==> config.mk <==
export PLATFORM = sky130hd
export DESIGN_NAME = fp_control_unit_flat
export DESIGN_NICKNAME = d
export VERILOG_FILES = /design/src/rtl/fp_control_unit_if.sv /design/src/rtl/fp_control_unit.sv /design/src/flat_wrapper.sv
export SDC_FILE = /design/constraint.sdc
export NUM_CORES = 1
export LEC_CHECK = 0
export BUFFER_PORTS_ARGS = -buffer_cell sky130_fd_sc_hd__buf_2
export CAP_MARGIN = 15
export CORE_MARGIN = 2
export CORE_UTILIZATION = 39
export DETAILED_ROUTE_END_ITERATION = 10
export PLACE_DENSITY = 0.7
export SYNTH_ARGS = -nofsm -noshare
export SYNTH_HDL_FRONTEND = slang
export SYNTH_SLANG_ARGS = --single-unit
==> constraint.sdc <==
create_clock -name clk -period 3.72 [get_ports clk]
set_clock_uncertainty 0.2 [all_clocks]
set_input_delay 0.372 -clock clk [delete_from_list [all_inputs] [get_ports clk]]
set_output_delay 0.372 -clock clk [all_outputs]
set_load 0.05 [all_outputs]
==> src/rtl/fp_control_unit_if.sv <==
// fp_control_unit_if
//   Groups the issue-side handshake and the datapath select bus of the
//   FP add/sub/mult sequencer.
//   master : FP issue logic / datapath side (drives start, op_in, expDiff, carry)
//   slave  : fp_control_unit (drives busy, done and every datapath select)
//   Build option FPCTRL_BYPASS_EN adds the 1-bit bypass select.
interface fp_control_unit_if;
    logic       start;
    logic [1:0] op_in;
    logic [7:0] expDiff;
    logic       carry;
    logic       busy;
    logic       done;
    logic       smallerExpSrc;
    logic [7:0] shiftRightQtt;
    logic [1:0] operation;
    logic       normalization_src;
    logic       shift_src;
    logic [2:0] renorm_cnt;
`ifdef FPCTRL_BYPASS_EN
    logic       bypass;
`endif

    modport master (
        output start, op_in, expDiff, carry,
`ifdef FPCTRL_BYPASS_EN
        input  bypass,
`endif
        input  busy, done, smallerExpSrc, shiftRightQtt, operation,
               normalization_src, shift_src, renorm_cnt
    );

    modport slave (
        input  start, op_in, expDiff, carry,
`ifdef FPCTRL_BYPASS_EN
        output bypass,
`endif
        output busy, done, smallerExpSrc, shiftRightQtt, operation,
               normalization_src, shift_src, renorm_cnt
    );
endinterface

==> src/rtl/fp_control_unit.sv <==
// fp_control_unit
//   Multi-cycle sequencer for the single-precision FP add/sub/mult datapath.
//   One op per start/done handshake: ALIGN -> EXEC -> NORM -> CHECK -> DONE,
//   with NORM/CHECK repeated while the rounded fraction carries out (at most
//   MAX_RENORM re-passes). All outputs are registered.
// Ports
//   clk   : single clock, rising edge
//   reset : synchronous, active-high; drops any in-flight op without done
//   bus   : fp_control_unit_if.slave (start/op_in/expDiff/carry in;
//           busy/done and datapath selects out)
// Parameters
//   MAX_RENORM : max normalize/round re-passes before forcing DONE (1..7)
//   FRAC_W     : datapath fraction width; alignment shift saturates here
// Build option
//   FPCTRL_BYPASS_EN : add/sub whose |expDiff| exceeds FRAC_W skips the big
//                      ALU and finishes in 3 cycles with bypass=1.
module fp_control_unit #(
    parameter int unsigned MAX_RENORM = 2,
    parameter int unsigned FRAC_W     = 27
) (
    input logic              clk,
    input logic              reset,
    fp_control_unit_if.slave bus
);
    localparam logic [7:0] FRAC_SAT = 8'(FRAC_W);
    localparam logic [2:0] MAX_CNT  = 3'(MAX_RENORM);

    typedef enum logic [2:0] {IDLE, ALIGN, EXEC, NORM, CHECK, DONE} state_t;

    state_t     state, nState;
    logic       busyQ, nBusy;
    logic       doneQ, nDone;
    logic       smallerQ, nSmaller;
    logic [7:0] shiftQtyQ, nShiftQty;
    logic [1:0] opQ, nOp;
    logic       normSrcQ, nNormSrc;
    logic       shiftSrcQ, nShiftSrc;
    logic [2:0] cntQ, nCnt;
`ifdef FPCTRL_BYPASS_EN
    logic       bypassQ, nBypass;
`endif

    logic [7:0] expMag;
    logic       tooFar;

    // 8'h80 negates to 8'h80, read unsigned as 128, so it saturates correctly.
    always_comb begin
        expMag = bus.expDiff[7] ? (~bus.expDiff + 8'd1) : bus.expDiff;
        tooFar = (expMag > FRAC_SAT);
    end

    always_comb begin
        nState    = state;
        nBusy     = busyQ;
        nSmaller  = smallerQ;
        nShiftQty = shiftQtyQ;
        nOp       = opQ;
        nNormSrc  = normSrcQ;
        nShiftSrc = shiftSrcQ;
        nCnt      = cntQ;
`ifdef FPCTRL_BYPASS_EN
        nBypass   = bypassQ;
`endif
        case (state)
            IDLE: begin
                if (bus.start) begin
                    nOp    = bus.op_in;
                    nBusy  = 1'b1;
                    nCnt   = '0;
`ifdef FPCTRL_BYPASS_EN
                    nBypass = 1'b0;
`endif
                    nState = ALIGN;
                end
            end
            ALIGN: begin
                nSmaller  = ~bus.expDiff[7];
                nShiftQty = tooFar ? FRAC_SAT : expMag;
                if (opQ == 2'b10) begin
                    nShiftQty = '0;
                end
`ifdef FPCTRL_BYPASS_EN
                // Flag is consumed in EXEC so the bypassed op still takes 3 cycles.
                if (opQ != 2'b10 && tooFar) begin
                    nBypass = 1'b1;
                end
`endif
                nState = EXEC;
            end
            EXEC: begin
                nNormSrc = 1'b1;
                nState   = NORM;
`ifdef FPCTRL_BYPASS_EN
                if (bypassQ) begin
                    nState = DONE;
                end
`endif
            end
            NORM: begin
                nShiftSrc = bus.carry;
                nState    = CHECK;
            end
            CHECK: begin
                nNormSrc = 1'b0;
                if (bus.carry && cntQ < MAX_CNT) begin
                    nCnt      = cntQ + 3'd1;
                    nShiftSrc = 1'b1;
                    nState    = NORM;
                end else begin
                    nState = DONE;
                end
            end
            DONE: begin
                nBusy  = 1'b0;
                nState = IDLE;
            end
            default: nState = IDLE;
        endcase
        // done is high for exactly the cycle spent in DONE.
        nDone = (nState == DONE);
    end

    always_ff @(posedge clk) begin
        if (reset) begin
            state     <= IDLE;
            busyQ     <= 1'b0;
            doneQ     <= 1'b0;
            smallerQ  <= 1'b0;
            shiftQtyQ <= '0;
            opQ       <= '0;
            normSrcQ  <= 1'b1;
            shiftSrcQ <= 1'b0;
            cntQ      <= '0;
`ifdef FPCTRL_BYPASS_EN
            bypassQ   <= 1'b0;
`endif
        end else begin
            state     <= nState;
            busyQ     <= nBusy;
            doneQ     <= nDone;
            smallerQ  <= nSmaller;
            shiftQtyQ <= nShiftQty;
            opQ       <= nOp;
            normSrcQ  <= nNormSrc;
            shiftSrcQ <= nShiftSrc;
            cntQ      <= nCnt;
`ifdef FPCTRL_BYPASS_EN
            bypassQ   <= nBypass;
`endif
        end
    end

    assign bus.busy              = busyQ;
    assign bus.done              = doneQ;
    assign bus.smallerExpSrc     = smallerQ;
    assign bus.shiftRightQtt     = shiftQtyQ;
    assign bus.operation         = opQ;
    assign bus.normalization_src = normSrcQ;
    assign bus.shift_src         = shiftSrcQ;
    assign bus.renorm_cnt        = cntQ;
`ifdef FPCTRL_BYPASS_EN
    assign bus.bypass            = bypassQ;
`endif
endmodule

==> src/flat_wrapper.sv <==
// flat-port wrapper written by rule: the top's interface ports become plain ports
module fp_control_unit_flat 
#(
    parameter int unsigned MAX_RENORM = 2,
    parameter int unsigned FRAC_W     = 27
)
  (clk, reset, bus_start, bus_op_in, bus_expDiff, bus_carry, bus_busy, bus_done, bus_smallerExpSrc, bus_shiftRightQtt, bus_operation, bus_normalization_src, bus_shift_src, bus_renorm_cnt);
  fp_control_unit_if bus_i ();
  input logic clk;
  input logic reset;
  input wire logic [$bits(bus_i.start)-1:0] bus_start;
  input wire logic [$bits(bus_i.op_in)-1:0] bus_op_in;
  input wire logic [$bits(bus_i.expDiff)-1:0] bus_expDiff;
  input wire logic [$bits(bus_i.carry)-1:0] bus_carry;
  output wire logic [$bits(bus_i.busy)-1:0] bus_busy;
  output wire logic [$bits(bus_i.done)-1:0] bus_done;
  output wire logic [$bits(bus_i.smallerExpSrc)-1:0] bus_smallerExpSrc;
  output wire logic [$bits(bus_i.shiftRightQtt)-1:0] bus_shiftRightQtt;
  output wire logic [$bits(bus_i.operation)-1:0] bus_operation;
  output wire logic [$bits(bus_i.normalization_src)-1:0] bus_normalization_src;
  output wire logic [$bits(bus_i.shift_src)-1:0] bus_shift_src;
  output wire logic [$bits(bus_i.renorm_cnt)-1:0] bus_renorm_cnt;
  assign bus_i.start = bus_start;
  assign bus_i.op_in = bus_op_in;
  assign bus_i.expDiff = bus_expDiff;
  assign bus_i.carry = bus_carry;
  assign bus_busy = bus_i.busy;
  assign bus_done = bus_i.done;
  assign bus_smallerExpSrc = bus_i.smallerExpSrc;
  assign bus_shiftRightQtt = bus_i.shiftRightQtt;
  assign bus_operation = bus_i.operation;
  assign bus_normalization_src = bus_i.normalization_src;
  assign bus_shift_src = bus_i.shift_src;
  assign bus_renorm_cnt = bus_i.renorm_cnt;
  fp_control_unit #(.MAX_RENORM(MAX_RENORM), .FRAC_W(FRAC_W)) u_core (.clk(clk), .reset(reset), .bus(bus_i));
endmodule
# Word-level counts from Yosys, hierarchy flattened
# Index checks and enable logic that the tools add are counted.
# Widths: inputs -> output; s select.
[word_totals] register_bits=21 inputBits=14
[classes] addsub=2 magnitude_cmp=2 eq_ne=9 n_mux=14 n_bitwise=2 reduce_logical=10
[op_table] operator="$mux 8" n=3
[op_table] operator="$pmux 3 s5" n=1
[op_table] operator="$mux 3" n=4
[op_table] operator="$eq 3x3->1 const B" n=3
[op_table] operator="$add 8x1->8 const B" n=1
[op_table] operator="$gt 8x5->1 const B" n=1
[op_table] operator="$not 8->8" n=1
[op_table] operator="$reduce_bool 2->1" n=4
[op_table] operator="$eq 3x2->1 const B" n=2
[op_table] operator="$pmux 1 s2" n=3
[op_table] operator="$pmux 3 s2" n=1
[op_table] operator="$reduce_and 2->1" n=3
[op_table] operator="$add 3x1->3 const B" n=1
[op_table] operator="$eq 3x1->1 const B" n=1
[op_table] operator="$logic_not 3->1" n=1
[op_table] operator="$lt 3x2->1 const B" n=1
[op_table] operator="$reduce_and 3->1" n=1
[op_table] operator="$eq 2x2->1 const B" n=1
[op_table] operator="$mux 1" n=2
[op_table] operator="$ne 2x1->1 const B" n=1
[op_table] operator="$ne 2x2->1 const B" n=1
[op_table] operator="$logic_and 1x1->1" n=1
[op_table] operator="$not 1->1" n=1

# Longest topological paths before layout
[depth] word_depth=6 depth_mapped=6

# Worst setup path before layout
# Ideal clock, no wire load.
[synth_path] kind="input port to flip-flop" from="in bus_expDiff[0]" to="reg u_core.shiftQtyQ[1], in the netlist u_core.bus.shiftRightQtt[1]" t_arrival_ps=1407 t_required_ps=3382 path_slack_ps=1975 cell_stages=6 n_path_buf=0 path_cell_list="inv_1 ha_1 nor4bb_1 nand3_1 a311oi_2 a31oi_1"
[synth_via] elab_chain_cells=6
[synth_lines] item="start: declaration" line="flat_wrapper.sv:13" source="input wire logic [$bits(bus_i.expDiff)-1:0] bus_expDiff;"
[synth_lines] item="$not 8->8" line="fp_control_unit.sv:48" source="expMag = bus.expDiff[7] ? (~bus.expDiff + 8'd1) : bus.expDiff;"
[synth_lines] item="$add 8x1->8" line="fp_control_unit.sv:48"
[synth_lines] item="$mux 8 (*)" line="fp_control_unit.sv:48"
[synth_lines] item="$gt 8x5->1" line="fp_control_unit.sv:49" source="tooFar = (expMag > FRAC_SAT);"
[synth_lines] item="$mux 8 (*)" line="fp_control_unit.sv:78" source="nShiftQty = tooFar ? FRAC_SAT : expMag;"
[synth_lines] item="$mux 8 (*)" line="fp_control_unit.sv:79" source="if (opQ == 2'b10) begin"
[synth_lines] item="end signal: assignment" line="fp_control_unit.sv:142" source="shiftQtyQ <= nShiftQty;"
[synth_lines] item="end: declaration" line="fp_control_unit.sv:34" source="logic [7:0] shiftQtyQ, nShiftQty;"
# Every way passes the cells marked *; elsewhere a longest branch is shown, timed or not.
# A chain may end at the register's enable or synchronous reset.

# Worst setup path after layout
[layout_path] from="in bus_expDiff[0]" to="reg u_core.shiftQtyQ[0], in the netlist u_core.bus.shiftRightQtt[0]"
# Same word-level chain as after synthesis.

==> summary.md <==
| Metric | Value |
|---|---|
| Peak VDD IR | `0.276 mV` |
| Die ar. | `3060 um^2` |
| CP max stage delay | `0.34 ns` |
| Max-slew violation count | `0` |
| Hold bufs inserted after CTS | `0` |
| Unrepaired setup endpoints after global routing | `no` |
| NetSw | `157 uW` |
| ANT cells | `0` |
| Core Util, Final | `49.2%` |
| Gate Count Post-Synth | `~120` |
| Chip Height | `55.3 um` |
| DR WL/cell | `12.1 um` |
| Global-route wire length before repair | `3580 um` |
| Cell area after placement | `1190 um^2` |
| CTS tree | `built` |
| Fin cells | `approximately 180` |
| Crit path depth | `7` |
| Vias/cell | `5.50` |
| Port Buffers | `31` |
| Clk sinks | `21` |
| Drt initial violations | `18` |
| Seq/Total Area, Yosys | `between 40% and 50%` |
| Fillers | `260` |
| Clock Path Buffers | `2` |
| Worst EP required | `3.71 ns` |
| CTS buffer count | `3` |
| Yosys warns | `0` |
| Worst slew margin | `57.4%` |
| Router iterations before antenna repair | `4` |
| Hold Fails Final Rpt | `0` |
| Power Density | `~390 nW/um^2` |
| Number of global-route vias before repair | `around 860` |
| Clock Power Share | `23.5%` |
| Crit path DAT | `1.67 ns` |
| Flop pwr share | `52.7%` |
| Number of synthesized flops with an enable pin | `0` |
| Sw frac | `33.3%` |
| Initial antenna violation count | `0` |
| Yosys top cell by area | `dfxtp_1` |
| Comb pwr share | `a little under a quarter` |
| Post-synth top area share | `around two fifths` |
| # placed instances | `173` |
| Top cells by count, synth | `dfxtp_1 (21), nor2_1 (14), a21oi_1 (8)` |
| Post-CTS setup buffers | `0` |
| Area Overhead vs Synth | `18.8%` |
| Syn Nets | `133` |
| Area of the multi-input gates | `559 um^2` |
| Post-CTS resize count | `0` |
| CP top delay family | `compound AO/OA/AOI/OAI gates` |
| Fin Setup TNS | `0 ns` |
| Post-Layout Inst Area | `roughly 1200 um^2` |
| # DRC | `0` |
| Die width | `55.3 um` |
| Minimum clock period | `1.68 ns` |
| Register area | `420 um^2` |
| Final Net Count | `164` |
| Layout cells sized above 1 | `27.2%` |
| Power Internal | `314 uW` |
| Final setup vio count | `0` |
| Reg2reg path depth | `4` |
| Crit path buffers/inverters | `2` |
| Slew @ Worst Pin | `0.630 ns` |
| Number of top-level pins | `32` |
| All-Layer GR Usage | `14.3%` |
| WS Path Type | `in2reg` |
| Total core area | `2480 um^2` |
| Rows | `18` |
| Post-DP HPWL | `roughly 1600 um` |
| Max Clk Rate | `594 MHz` |
| Synth Cell Area | `1030 um^2` |
| Top post-synthesis cells by area | `dfxtp_1 (41%), nor2_1 (5.1%), a21oi_1 (3.9%)` |
| Synth cell types | `41` |
| Leak pwr | `0.537 nW` |
| H-tree depth | `1` |
| Most common flop cell mapped by yosys | `dfxtp_1` |
| #FFs+latches synth | `21` |
| CTS root buf | `clkbuf_4` |
| Final WL | `between 2000 and 2500 um` |
| Worst Hold Class | `in2reg` |
| Tcrit/Tclk final | `between 40% and 50%` |
| Via count | `973` |
| CP Capture Type | `flop` |
| Gpl congestion | `0.763` |
| Number of instances on the worst hold path | `3` |
| Antenna-violating nets left | `0` |
| Clock Latency Late Sink | `0.31 ns` |
| CP max stage cell | `a311oi_2` |
| Pin count of the biggest net entering global routing | `19` |
| Starting Density | `about 41%` |
| Status | `finished clean` |
| Max Fanout on Critical Path | `5` |
| Syn avg cell area | `8.77 um^2` |
| GRT overflow | `0` |
| Startpoint class of the critical path | `primary input` |
| Max-cap violations | `0` |
| Clock transition at the registers of the reported paths | `approximately 0.12 ns` |
| Cell chain of the critical path | `buf_2, inv_1, ha_1, nor4bb_1, nand3_1, a311oi_2, a31oi_1` |
| Top-count cell post-synth | `dfxtp_1` |
| Post-synth ARST share | `0%` |
## layout by cell type, fill, tap and decap left out, types with 2 or more instances in the layout
cell type,netlist,routed
nand3_1,3,3
nor3_1,5,5
nand2b_1,4,4
a31oi_1,4,4
a21o_1,2,2
inv_1,5,5
buf_2,1,31
clkbuf_4,0,3
and2_1,3,3
nand3b_1,5,5
dfxtp_1,21,21
nor2_1,14,14
ha_1,2,2
a21oi_1,8,8
a22oi_1,2,2
xnor2_1,2,2
a211oi_1,2,2
nand2_1,4,4
o21ai_0,5,5
## registers in the layout, summed over array words and instances, names as in the netlist
| name | flops |
|---|---|
| u_core.bus.normalization_src | 1 |
| u_core.bus.shiftRightQtt | 8 |
| u_core.bus.operation | 2 |
| u_core.bus.shift_src | 1 |
| u_core.bus.renorm_cnt | 3 |
| u_core.bus.done | 1 |
| u_core.bus.smallerExpSrc | 1 |
| u_core.state | 3 |
| u_core.bus.busy | 1 |
## final cells by class
| cell class | instances | share of cell area, % |
|---|---|---|
| Multi-Input combinational cell | 86 | 45.9 |
| Inverter | 5 | 1.54 |
| Clock buffer | 3 | 1.85 |
| Timing Repair Buffer | 31 | 12.7 |
| Tap cell | 30 | 3.08 |
| Sequential cell | 21 | 34.5 |
| Clock inverter | 1 | 0.411 |
## power by group through the flow
| stage | clock network, mW | logic [mW] | registers (mW) |
|---|---|---|---|
| floorplan | 0 | 0.0544 | 0.283 |
| global placement | 0 | 0.111 | 0.253 |
| detailed placement | 0 | 0.112 | 0.253 |
| CTS | 0.114 | 0.113 | 0.248 |
| global route | 0.125 | 0.123 | 0.251 |
| finish | 0.111 | 0.112 | 0.249 |
## path summary, 6_finish.rpt
path	from	endpoint	slack, ns
worst max-delay path	bus_expDiff[0]	u_core.bus.shiftRightQtt[0]	2.04
worst min-delay path	bus_op_in[0]	u_core.bus.operation[0]	0.09
worst max register to register	u_core.state[0]	u_core.bus.shiftRightQtt[4]	2.07
worst min register to register	u_core.bus.shiftRightQtt[7]	u_core.bus.shiftRightQtt[7]	0.28
## kinds of logic after synthesis
kind of cell | Yosys count | synth area share, %
simple gates | 49 | 28.2
compound gates | 31 | 20.4
flops | 21 | 41.0
buf+inv | 10 | 4.51
xor+xnor | 3 | 2.56
fa+ha+maj | 2 | 2.44
mux | 1 | 0.976
## tightest hold or removal path, cell delays in order
cell and delay [ns]:
buf_2 0.10, nand2_1 0.04, a21oi_1 0.05
## per-layer routing
layer	routed length [um]	GRT usage (%)	up-vias	part of all wire, %
met5	0	0	-	0
met4	15	6.27	0	0.70
met3	126	3.28	2	5.9
met2	1060	24.8	28	49
met1	950	16.8	460	44
li1	-	-	483	-
## through the flow
| step | power [mW] | hold slack, ns | setup slack [ns] |
|---|---|---|---|
| 2_1_floorplan | 0.337 | 0.308 | 1.97 |
| 3_3_place_gp | 0.364 | 0.238 | 1.76 |
| 3_5_place_dp | 0.366 | 0.247 | 1.70 |
| 4_1_cts | 0.475 | 0.0883 | 2.03 |
| 5_1_grt | 0.499 | 0.0910 | 1.93 |
| 6_report | 0.471 | 0.0866 | 2.04 |
Note: power is estimated with default switching activity, not from simulation.
